[src/rtl/l2cache_ctrl.sv]
// l2cache_ctrl: per-request sequencing FSM for the L2 cache datapath.
// Orders tag check, inclusive back-invalidate, dirty-victim writeback,
// line fill and response-bus arbitration. Also keeps hit/miss statistics
// and a sticky memory timeout flag.
//
//   state   | meaning
//   --------+-----------------------------------------------------------
//   S_IDLE  | ready for a new request, datapath registers ufp address
//   S_TAG   | tag compare; hit -> respond, miss -> start victim handling
//   S_INVAL | one-cycle back-invalidate of the victim line in the L1s
//   S_WB    | writing the dirty victim to memory, waiting on dfp_resp
//   S_ALLOC | reading the missing line from memory, waiting on dfp_resp
//   S_RESP  | requesting the response bus, drive tx on grant
module l2cache_ctrl #(
    parameter int TIMEOUT_CYCLES = 1024,
    parameter int CNT_W          = 32
) (
    input  logic             clk,
    input  logic             rst,
    input  logic             req_valid,
    input  logic             req_write,
    output logic             req_ready,
    input  logic             cache_hit,
    input  logic             victim_valid,
    input  logic             victim_dirty,
    output logic             hit_write,
    output logic             evict_update,
    output logic             victim_sel,
    output logic             invalidate,
    output logic             dfp_read,
    output logic             dfp_write,
    input  logic             dfp_resp,
    output logic             write_from_mem,
    output logic             resp_bus_req,
    output logic             resp_bus_busy,
    input  logic             resp_bus_gnt,
    output logic             resp_tx_valid,
    output logic             mem_timeout,
    output logic [CNT_W-1:0] hit_count,
    output logic [CNT_W-1:0] miss_count
);

    localparam int TW = $clog2(TIMEOUT_CYCLES + 1);
    localparam logic [TW-1:0] TMO_LAST = TW'(TIMEOUT_CYCLES - 1);
    localparam logic [TW-1:0] TMO_MAX  = TW'(TIMEOUT_CYCLES);

    typedef enum logic [2:0] {
        S_IDLE,
        S_TAG,
        S_INVAL,
        S_WB,
        S_ALLOC,
        S_RESP
    } state_t;

    state_t           state_q, state_d;
    logic             second_pass_q;
    logic [TW-1:0]    tmo_cnt_q;
    logic             mem_timeout_q;
    logic [CNT_W-1:0] hit_count_q, miss_count_q;
    logic             hit_inc, miss_inc;
    logic             dfp_wait;

    // Memory is being waited on: in WB/ALLOC and no completion this cycle.
    assign dfp_wait    = ((state_q == S_WB) || (state_q == S_ALLOC)) && !dfp_resp;
    assign mem_timeout = mem_timeout_q;
    assign hit_count   = hit_count_q;
    assign miss_count  = miss_count_q;

    // State register.
    always_ff @(posedge clk or negedge rst) begin
        if (!rst) state_q <= S_IDLE;
        else      state_q <= state_d;
    end

    // Marks the TAG pass that follows a fill so it does not count as a hit.
    always_ff @(posedge clk or negedge rst) begin
        if (!rst)                                  second_pass_q <= 1'b0;
        else if (state_q == S_ALLOC && dfp_resp)   second_pass_q <= 1'b1;
        else if (state_q == S_TAG)                 second_pass_q <= 1'b0;
    end

    // Down-counting is avoided here: the wait counter counts up so it can
    // saturate at TIMEOUT_CYCLES while the FSM keeps waiting.
    always_ff @(posedge clk or negedge rst) begin
        if (!rst) begin
            tmo_cnt_q     <= '0;
            mem_timeout_q <= 1'b0;
        end else if (dfp_wait) begin
            if (tmo_cnt_q != TMO_MAX)  tmo_cnt_q <= tmo_cnt_q + TW'(1);
            if (tmo_cnt_q == TMO_LAST) mem_timeout_q <= 1'b1;
        end else begin
            tmo_cnt_q <= '0;
        end
    end

    // Saturating hit/miss statistics.
    always_ff @(posedge clk or negedge rst) begin
        if (!rst) begin
            hit_count_q  <= '0;
            miss_count_q <= '0;
        end else begin
            if (hit_inc && hit_count_q != '1)   hit_count_q  <= hit_count_q + CNT_W'(1);
            if (miss_inc && miss_count_q != '1) miss_count_q <= miss_count_q + CNT_W'(1);
        end
    end

    // Next-state and output decode from registered state plus live inputs.
    always_comb begin
        state_d        = state_q;
        req_ready      = 1'b0;
        hit_write      = 1'b0;
        evict_update   = 1'b0;
        victim_sel     = 1'b0;
        invalidate     = 1'b0;
        dfp_read       = 1'b0;
        dfp_write      = 1'b0;
        write_from_mem = 1'b0;
        resp_bus_req   = 1'b0;
        resp_bus_busy  = 1'b0;
        resp_tx_valid  = 1'b0;
        hit_inc        = 1'b0;
        miss_inc       = 1'b0;
        case (state_q)
            S_IDLE: begin
                req_ready = 1'b1;
                if (req_valid) state_d = S_TAG;
            end
            S_TAG: begin
                if (cache_hit) begin
                    if (!second_pass_q) begin
                        evict_update = 1'b1;
                        hit_inc      = 1'b1;
                    end
                    hit_write = req_write;
                    state_d   = S_RESP;
                end else begin
                    miss_inc = 1'b1;
                    state_d  = victim_valid ? S_INVAL : S_ALLOC;
                end
            end
            S_INVAL: begin
                invalidate = 1'b1;
                victim_sel = 1'b1;
                state_d    = victim_dirty ? S_WB : S_ALLOC;
            end
            S_WB: begin
                dfp_write  = 1'b1;
                victim_sel = 1'b1;
                if (dfp_resp) state_d = S_ALLOC;
            end
            S_ALLOC: begin
                dfp_read = 1'b1;
                if (dfp_resp) begin
                    write_from_mem = 1'b1;
                    state_d        = S_TAG;
                end
            end
            S_RESP: begin
                resp_bus_req  = 1'b1;
                resp_bus_busy = 1'b1;
                if (resp_bus_gnt) begin
                    resp_tx_valid = 1'b1;
                    state_d       = S_IDLE;
                end
            end
            default: state_d = S_IDLE;
        endcase
    end

endmodule

[config.mk]
export PLATFORM = sky130hd
export DESIGN_NAME = l2cache_ctrl
export DESIGN_NICKNAME = d
export VERILOG_FILES = /design/src/rtl/l2cache_ctrl.sv
export SDC_FILE = /design/constraint.sdc
export NUM_CORES = 1
export LEC_CHECK = 0
export ABC_AREA = 1
export ABC_CLOCK_PERIOD_IN_PS = 2570
export BUFFER_PORTS_ARGS = -buffer_cell sky130_fd_sc_hd__buf_2
export CAP_MARGIN = 0
export CORE_UTILIZATION = 57
export CTS_CLUSTER_DIAMETER = 40
export DETAILED_ROUTE_END_ITERATION = 12
export MAX_ROUTING_LAYER = met4
export PLACE_DENSITY = 0.81
export SLEW_MARGIN = 10
export SYNTH_ARGS = -nofsm -noshare
export SYNTH_HDL_FRONTEND = slang
export SYNTH_SLANG_ARGS = --single-unit
[constraint.sdc]
create_clock -name clk -period 2.57 [get_ports clk]
set_clock_uncertainty 0.2 [all_clocks]
set_input_delay 0.257 -clock clk [delete_from_list [all_inputs] [get_ports clk]]
set_output_delay 0.257 -clock clk [all_outputs]
set_load 0.01 [all_outputs]
==> results of run 1 <==
[metal layers]
metal / track usage [%] / vias to the layer above / routed length [um]
li1: - / 2605 / -
met1: 38.4 / 2459 / 5850
met2: 50.8 / 186 / 6680
met3: 4.53 / 30 / 741
met4: 11.4 / 0 / 294
met5: - / - / 0
[how the worst min path moves through the flow]
stage                      start            end
floorplan                    rst   hit_count[0]
global placement             rst  miss_count[7]
detailed placement           rst  miss_count[7]
CTS                 victim_dirty     state_q[0]
global route        victim_dirty     state_q[0]
finish              victim_dirty     state_q[0]
[cells in the mapped netlist]
cell type | number | area share (%)
nand2_1 | 332 | 24
nor2_1 | 118 | 8.6
dfrtp_1 | 80 | 39
inv_1 | 67 | 4.9
nand3_1 | 45 | 4.4
xor2_1 | 17 | 2.9
nand4_1 | 16 | 1.9
nand3b_1 | 12 | 1.7
o21ai_0 | 11 | 1.1
a21oi_1 | 10 | 0.97
xnor2_1 | 9 | 1.5
nor2_2 | 8 | 0.97
nor3_1 | 7 | 0.68
buf_4 | 5 | 0.73
inv_2 | 5 | 0.36
nor2_4 | 5 | 1.1
ha_1 | 4 | 0.97
o21ai_1 | 4 | 0.39
buf_2 | 3 | 0.29
nand2_2 | 3 | 0.36
and2_1 | 2 | 0.24
buf_6 | 2 | 0.44
inv_4 | 2 | 0.24
nand2_4 | 2 | 0.44
nand2_8 | 2 | 0.78
o211ai_1 | 2 | 0.29
a211oi_1 | 1 | 0.15
and3_1 | 1 | 0.12
nand3_2 | 1 | 0.19
nor4_1 | 1 | 0.12
o22ai_1 | 1 | 0.12
or2_2 | 1 | 0.12
[power breakdown]
part,total [mW],internal [mW],switching (mW)
clock,1.16,0.653,0.512
combinational,0.839,0.275,0.564
sequential,1.46,1.35,0.110
total,3.47,2.28,1.19
[stage by stage]
stage / total power, mW / setup WS (ps) / utilization (%) / hold WS [ps] / instances
6_report: 3.47 / 474 / 67.8 / 99.6 / 983
5_1_grt: 3.62 / 285 / 67.8 / 129 / 983
4_1_cts: 3.47 / 473 / 67.8 / 89.8 / 983
3_5_place_dp: 2.31 / 488 / 64.6 / 27.9 / 964
3_3_place_gp: 2.28 / 524 / 64.6 / 19.0 / 964
2_1_floorplan: 2.08 / 705 / - / -239 / 779
[area by class of cell]
cell class | count | area [um^2]
tap | 108 | 135
fill | 800 | 2820
timing repair buffer | 90 | 475
multi-input combinational | 615 | 2800
clock buffer | 10 | 128
clock inverter | 6 | 116
inverter | 74 | 283
sequential | 80 | 2000
[sequential cells by signal (all words and copies together), names as in the netlist]
name / flops
second_pass_q: 1
mem_timeout: 1
tmo_cnt_q: 11
state_q: 3
miss_count: 32
hit_count: 32
[critical path, stage by stage, from the launching register on]
cell	delay, ps
dfrtp_1	400
ha_1	270
inv_2	60
nor2_4	130
nand2_2	110
nor2_2	160
nand2_4	160
nand2_8	200
inv_4	130
nand2_1	110
nand2_1	50
[kinds of logic (layout without fill, tap and decap cells)]
logic type,count (synthesis),count (layout),synth area share (%)
adders and majority gates,4,4,0.970
xor gates and xnor gates,26,26,4.41
buffers and inverters,84,180,6.93
DFF,80,80,38.8
AOI/OAI and AO/OA,29,29,2.98
and+or+nand+nor,556,556,45.9
[timing repair]
| item | 4_1_cts | 5_1_grt |
|---|---|---|
| hold buffers | 3 | 0 |
| buffers inserted | 0 | 0 |
| endpoints found under the hold margin | 32 | 0 |
==> out/qor.yml, run 1 <==
status: "finished, final reports clean"
postRouteAntennaNets: 0
tns_ps: 0
antenna_found_initial: 0
rows: 34
placed_area_um2: 5670
crit_start: "hit_count[1]"
critPathRequiredTime_ps: 2620
drive_above_1_share_pct: 15.0
gp_congestion: 1.00
cts_tree: "yes"
reg2reg_from: "hit_count[1]"
die_y_um: 97.1
wire_per_inst_um: 13.8
nets: 883
h-tree-depth: 3
core_um2: 8760
rr_endpoint: "hit_count[15]"
crit_fanout: 26
grt_max_degree: 33
finalMaxSlewViolations: 0
ir_drop_uv: 392
clock.fmax_ghz: 0.477
cts_sinks: 80
worstSkewPairLatency_ps: 360
track_usage_pct: 30.7
die_area_um2: 9440
r2r_slack_ps: 470
worstMarginPinSlew_ps: 457
drc_errors: 0
layout_common_cells: "332 x nand2_1, 118 x nor2_1, 83 x buf_2, 80 x dfrtp_1, 67 x inv_1"
initial_utilization_pct: 58.9
rsz0062_at_grt: "no"
grt-ovfl-total: 0
cts.repair.resized: 0
ctsLongestPathBuffers: 2
power_density_nw_per_um2: 583
min_period_over_period_pct: 81.6
max-cap-violations: 0
ys_types: 32
ys_seq_area_share_pct: 38.8
syn_avg_cell_area_um2: 6.62
grt_pass1_vias: 5045
grt_pass1_wl_um: 23000
period_minus_slack_ps: 2100
endpoint: "hit_count[15]"
vias: 5280
port_buffers: 84
critPathKind: "reg -> reg"
setup_violations: 0
cts-buffers-inserted: 9
wl_um: 13600
rr_worst_depth: 10
synthToLayoutAreaGrowth_pct: 15.1
final_area_um2: 5940
ys_ff_latch: 80
dr.pass1.iters: 7
drt_iter0_drc: 327
final_common_cell: "nand2_1"
root_buffer: "clkbuf_8"
slew_headroom_pct: 69.2
avgViaCountPerCell: 5.37
synthesis.area_um2: 5160
syn_inst: 779
dp.final_hpwl_um: 10200
timing.final.hold_violations: 0
cts.clk_slew.worst_paths_ps: 90
start_kind: "register"
worstPathArrival_ps: 2150
min_path_type: "in -> reg"
die_w_um: 97.1
yosysWarningCount: 0
hold_depth: 5
endpoint_kind: "register"
power.leakage_nw: 2.99
antennaDiodeCount: 0
synth_nets: 792
num_io_pins: 85
Note: power is estimated with default switching activity, not from simulation.
==> inputs of run 2 (changes only) <==
--- a/config.mk
+++ b/config.mk
@@ -6,7 +6,7 @@
 export NUM_CORES = 1
 export LEC_CHECK = 0
 export ABC_AREA = 1
-export ABC_CLOCK_PERIOD_IN_PS = 2570
+export ABC_CLOCK_PERIOD_IN_PS = 2130
 export BUFFER_PORTS_ARGS = -buffer_cell sky130_fd_sc_hd__buf_2
 export CAP_MARGIN = 0
 export CORE_UTILIZATION = 57
==> constraint.sdc (replaced) <==
create_clock -name clk -period 2.13 [get_ports clk]
set_clock_uncertainty 0.2 [all_clocks]
set_input_delay 0.213 -clock clk [delete_from_list [all_inputs] [get_ports clk]]
set_output_delay 0.213 -clock clk [all_outputs]
set_load 0.01 [all_outputs]
==> run 2 against run 1 <==
Hold slack got worse by 65 ps. Combinational power increased by 19%. Via count up 0.59%. Clock power down 6%. Largest cell class unchanged. Sequential power is 21% higher. Final area grew 0.84%. Cell count up 1.3%. Core utilization increased by 0.57 points.
==> out/qor.yml, run 2 (synthesis results as in run 1) <==
cp_cell_sequence: "inv_2 > nand2_1 > nor2_2 > nand3_2 > inv_2 > buf_2"
h-tree-depth: 3
die_y_um: 97.1
dr.pass1.iters: 5
die_w_um: 97.1
grt_pass1_vias: 4997
hold_slack_ps: 34.2
instances_no_fill: 996
initial_utilization_pct: 58.9
gp_congestion: 0.917
critPathSlowestCell: "dfrtp_1"
post_cts_buffers: 0
seqCellArea_um2: 2000
fillerInstances: 758
placed_area_um2: 5780
endpoint_kind: "output port"
antenna_found_initial: 0
grt_pass1_wl_um: 22800
final_area_um2: 5990
cp_top_family: "simple AND/OR/NAND/NOR gates"
setup_violations: 0
wl_um: 13200
ctsLongestPathBuffers: 2
drive_above_1_share_pct: 16.2
root_buffer: "clkbuf_8"
preCtsSetupSlack_ps: 172
period_minus_slack_ps: 2000
rsz0062_at_grt: "no"
tns_ps: 0
multi_input_area_um2: 2800
p_total_mw: 3.85
crit_fanout: 5
worstMarginPinSlew_ps: 628
ir_drop_uv: 371
cts_sinks: 80
path_buf_inv: 3
core_um2: 8760
antennaDiodeCount: 0
nets: 896
layout_common_cells: "332 x nand2_1, 118 x nor2_1, 83 x buf_2, 80 x dfrtp_1, 67 x inv_1"
dp.final_hpwl_um: 9950
avgViaCountPerCell: 5.33
cts-buffers-inserted: 9
min_path_type: "in -> reg"
max-cap-violations: 0
rows: 34
cts_tree: "yes"
timing.final.hold_violations: 0
final_common_cell: "nand2_1"
synthToLayoutAreaGrowth_pct: 16.1
wire_per_inst_um: 13.3
clock.fmax_ghz: 0.500
postRouteAntennaNets: 0
port_buffers: 84
vias: 5311
worstPathArrival_ps: 1590
grt-ovfl-total: 0
start_kind: "register"
min_period_over_period_pct: 94.0
track_usage_pct: 30.4
grt_max_degree: 49
finalMaxSlewViolations: 0
num_io_pins: 85
status: "finished, final reports clean"
drc_errors: 0
slew_headroom_pct: 58.1
final_core_util_pct: 68.3
die_area_um2: 9440
cts.clk_slew.worst_paths_ps: 90
critPathKind: "reg -> out"
cpMostUsedCell: "inv_2"
worstSkewPairLatency_ps: 370
drt_iter0_drc: 348
critPathRequiredTime_ps: 1720
fin_ws_ps: 128
power_density_nw_per_um2: 643
power.leakage_nw: 3.03
slowest_delay_ps: 420
placed_cells: 977
run 2: final timing paths:
path	slack (ps)	cells after the start	to	from
min reg2reg	280	2	mem_timeout	mem_timeout
max	130	6	evict_update	state_q[1]
max in group asynchronous	960	3	hit_count[24]	rst
max reg2reg	130	10	miss_count[17]	miss_count[0]
min in group asynchronous	200	2	mem_timeout	rst
min	30	5	state_q[0]	victim_dirty
run 2: cell type report:
type	count	area share, %
clock buffers	12	2.59
clock inverters	4	0.480
inverters	74	4.72
multi-input cells	615	46.8
flip-flops and latches	80	33.4
well taps	108	2.26
repair buffers	103	9.78
run 2: what timing repair did:
action | CTS | global route
hold buffers | 3 | 0
endpoints found under the hold margin | 48 | 0
endpoints found under the setup margin | 0 | 0
resized for setup | 0 | 0
run 2: worst reg2reg max path, stage by stage (launching register included):
cell and delay, ps:
dfrtp_1 430, ha_1 230, nand2_2 80, nor2_4 150, nand2_2 120, nor2_4 140, nand2_4 80, nand2_8 160
inv_4 120, nand2_1 100, nand2_1 70
run 2: where the power goes:
group,switching (mW),total (mW),internal (mW),leakage (nW)
sequential,0.132,1.76,1.63,1.10
clock,0.598,1.09,0.488,0.0886
combinational,0.669,1.00,0.336,1.85
run 2: per-layer routing:
metal	vias up	global-route usage [%]	routed length [um]
met1	2481	40.9	6080
met2	176	47.0	6150
met4	0	9.41	268
met5	-	-	0
met3	27	5.54	716
li1	2627	-	-
==> inputs of run 3 (changes only) <==
--- a/config.mk
+++ b/config.mk
@@ -13,7 +13,7 @@
 export CTS_CLUSTER_DIAMETER = 40
 export DETAILED_ROUTE_END_ITERATION = 12
 export MAX_ROUTING_LAYER = met4
-export PLACE_DENSITY = 0.81
+export PLACE_DENSITY = 0.84
 export SLEW_MARGIN = 10
 export SYNTH_ARGS = -nofsm -noshare
 export SYNTH_HDL_FRONTEND = slang
==> run 3 against run 2 <==
Sequential power hardly changed. Sequential share of layout area hardly changed. Die area stayed put. First-iteration DRC count is 18% higher. Cell count is 0.40% lower. Power is 2.9% higher. Critical endpoint unchanged. Largest cell class unchanged.
==> out/qor.yml, run 3 (synthesis results as in run 1) <==
critPathRequiredTime_ps: 1720
layout_common_cells: "332 x nand2_1, 118 x nor2_1, 83 x buf_2, 79 x dfrtp_1, 67 x inv_1"
m1WireLength_um: 6210
path_buf_inv: 3
die_area_um2: 9440
preCtsSetupSlack_ps: 161
antenna_found_initial: 0
postRouteAntennaNets: 0
cp_cell_sequence: "inv_2 > nand2_1 > nor2_4 > nand3_2 > inv_2 > buf_2"
placed_cells: 973
gp_congestion: 0.987
cpMostUsedCell: "inv_2"
drc_errors: 0
finalMaxSlewViolations: 0
cts.clk_slew.worst_paths_ps: 90
critPathSlowestCell: "dfrtp_1"
rsz0062_at_grt: "yes"
drt_iter0_drc: 412
ir_drop_uv: 507
synthToLayoutAreaGrowth_pct: 16.0
drive_above_1_share_pct: 16.1
cts_sinks: 80
dr_wl_met2_um: 6440
avgViaCountPerCell: 5.33
worstMarginPinSlew_ps: 606
final_area_um2: 5990
root_buffer: "clkbuf_8"
die_y_um: 97.1
min_path_type: "in -> reg"
grt_pass1_wl_um: 22900
fin_ws_ps: 116
reg2reg_from: "hit_count[0]"
dr.pass1.iters: 5
track_usage_pct: 30.8
final_common_cell: "nand2_1"
grt_pass1_vias: 4948
initial_utilization_pct: 58.9
timing.final.hold_violations: 0
dp.final_hpwl_um: 10200
critPathKind: "reg -> out"
ctsLongestPathBuffers: 2
h-tree-depth: 3
cp_top_family: "flip-flops"
antennaDiodeCount: 0
hold_depth: 5
rr_worst_depth: 10
power.leakage_nw: 3.02
max-cap-violations: 0
wl_met3_um: 732
worst-path-stages: 6
worstSkewPairLatency_ps: 360
start_kind: "register"
grt_max_degree: 46
period_minus_slack_ps: 2010
r2r_slack_ps: 150
nets: 892
status: "finished, final reports clean"
power_density_nw_per_um2: 662
instances_no_fill: 992
cts-buffers-inserted: 9
die_w_um: 97.1
highest_layer: "met4"
hold_slack_ps: 42.9
wire_per_inst_um: 13.7
rr_endpoint: "hit_count[11]"
core_um2: 8760
vias: 5290
worstPathArrival_ps: 1600
setup_violations: 0
fillerInstances: 796
clock.fmax_ghz: 0.497
wl_um: 13600
min_period_over_period_pct: 94.5
placed_area_um2: 5750
num_io_pins: 85
holdPathEnd: "state_q[0]"
cts_tree: "yes"
p_total_mw: 3.96
slowest_delay_ps: 420
endpoint_kind: "output port"
grt-ovfl-total: 0
slew_headroom_pct: 59.6
hold_start: "victim_dirty"
rows: 34
crit_fanout: 5
port_buffers: 84
## run 3: cell count changes in the layout (fill, tap and decap cells not counted)
cell / previous run / this run
clkinv_2: 1 / 2
bufinv_16: 0 / 1
ha_1: 4 / 3
nor2_2: 8 / 6
ha_2: 0 / 1
clkbuf_8: 11 / 10
dfrtp_1: 80 / 79
clkinvlp_4: 2 / 1
dfrtp_2: 0 / 1
buf_4: 16 / 12
nor2_4: 5 / 7
## run 3: layer usage
layer | vias to the layer above | GRT usage, %
met5 | - | -
li1 | 2607 | -
met3 | 19 | 3.17
met1 | 2501 | 41.7
met4 | 0 | 9.53
met2 | 163 | 49.0
## run 3: area by class of cell
class	count	area, um^2	area share, %
inverters	74	283	4.72
clock buffers	11	141	2.36
clock inverters	5	56.3	0.940
well taps	108	135	2.26
flip-flops and latches	80	2000	33.5
repair buffers	99	556	9.28
multi-input cells	615	2810	47.0
## run 3: metrics by stage
stage / util (%) / TNS (ps)
5_1_grt: 68.3 / -0.746
3_3_place_gp: 65.6 / 0
6_report: 68.3 / 0
2_1_floorplan: - / 0
4_1_cts: 68.2 / 0
3_5_place_dp: 65.6 / 0
## run 3: power by group
group	internal [mW]	switching (mW)	leakage, nW	total, mW
clock network	0.573	0.594	0.0993	1.17
logic	0.343	0.683	1.82	1.03
registers	1.63	0.138	1.10	1.77
total	2.55	1.42	3.02	3.96
## run 3: worst max path at each step
| stage | slack, ps | from | endpoint |
|---|---|---|---|
| 2_1_floorplan | 260 | hit_count[0] | hit_count[22] |
| 6_report | 120 | state_q[1] | evict_update |
| 3_3_place_gp | 230 | hit_count[0] | hit_count[9] |
| 5_1_grt | -0.7 | state_q[1] | evict_update |
| 4_1_cts | 80 | state_q[1] | evict_update |
| 3_5_place_dp | 160 | hit_count[0] | hit_count[11] |
## run 3: worst reg2reg max path: stages (launching register included)
cell	delay, ps
dfrtp_1	400
ha_2	240
inv_2	50
nor2_4	130
nand2_2	120
nor2_2	170
nand2_4	90
nand2_8	160
inv_4	140
nand2_1	100
nand2_1	60
## run 3: timing repair
item / CTS / global route
hold endpoints to repair: 45 / 0
hold buffers: 3 / 0
resized for setup: 0 / 4
setup buffers: 0 / 0
endpoints found under the setup margin: 0 / 7
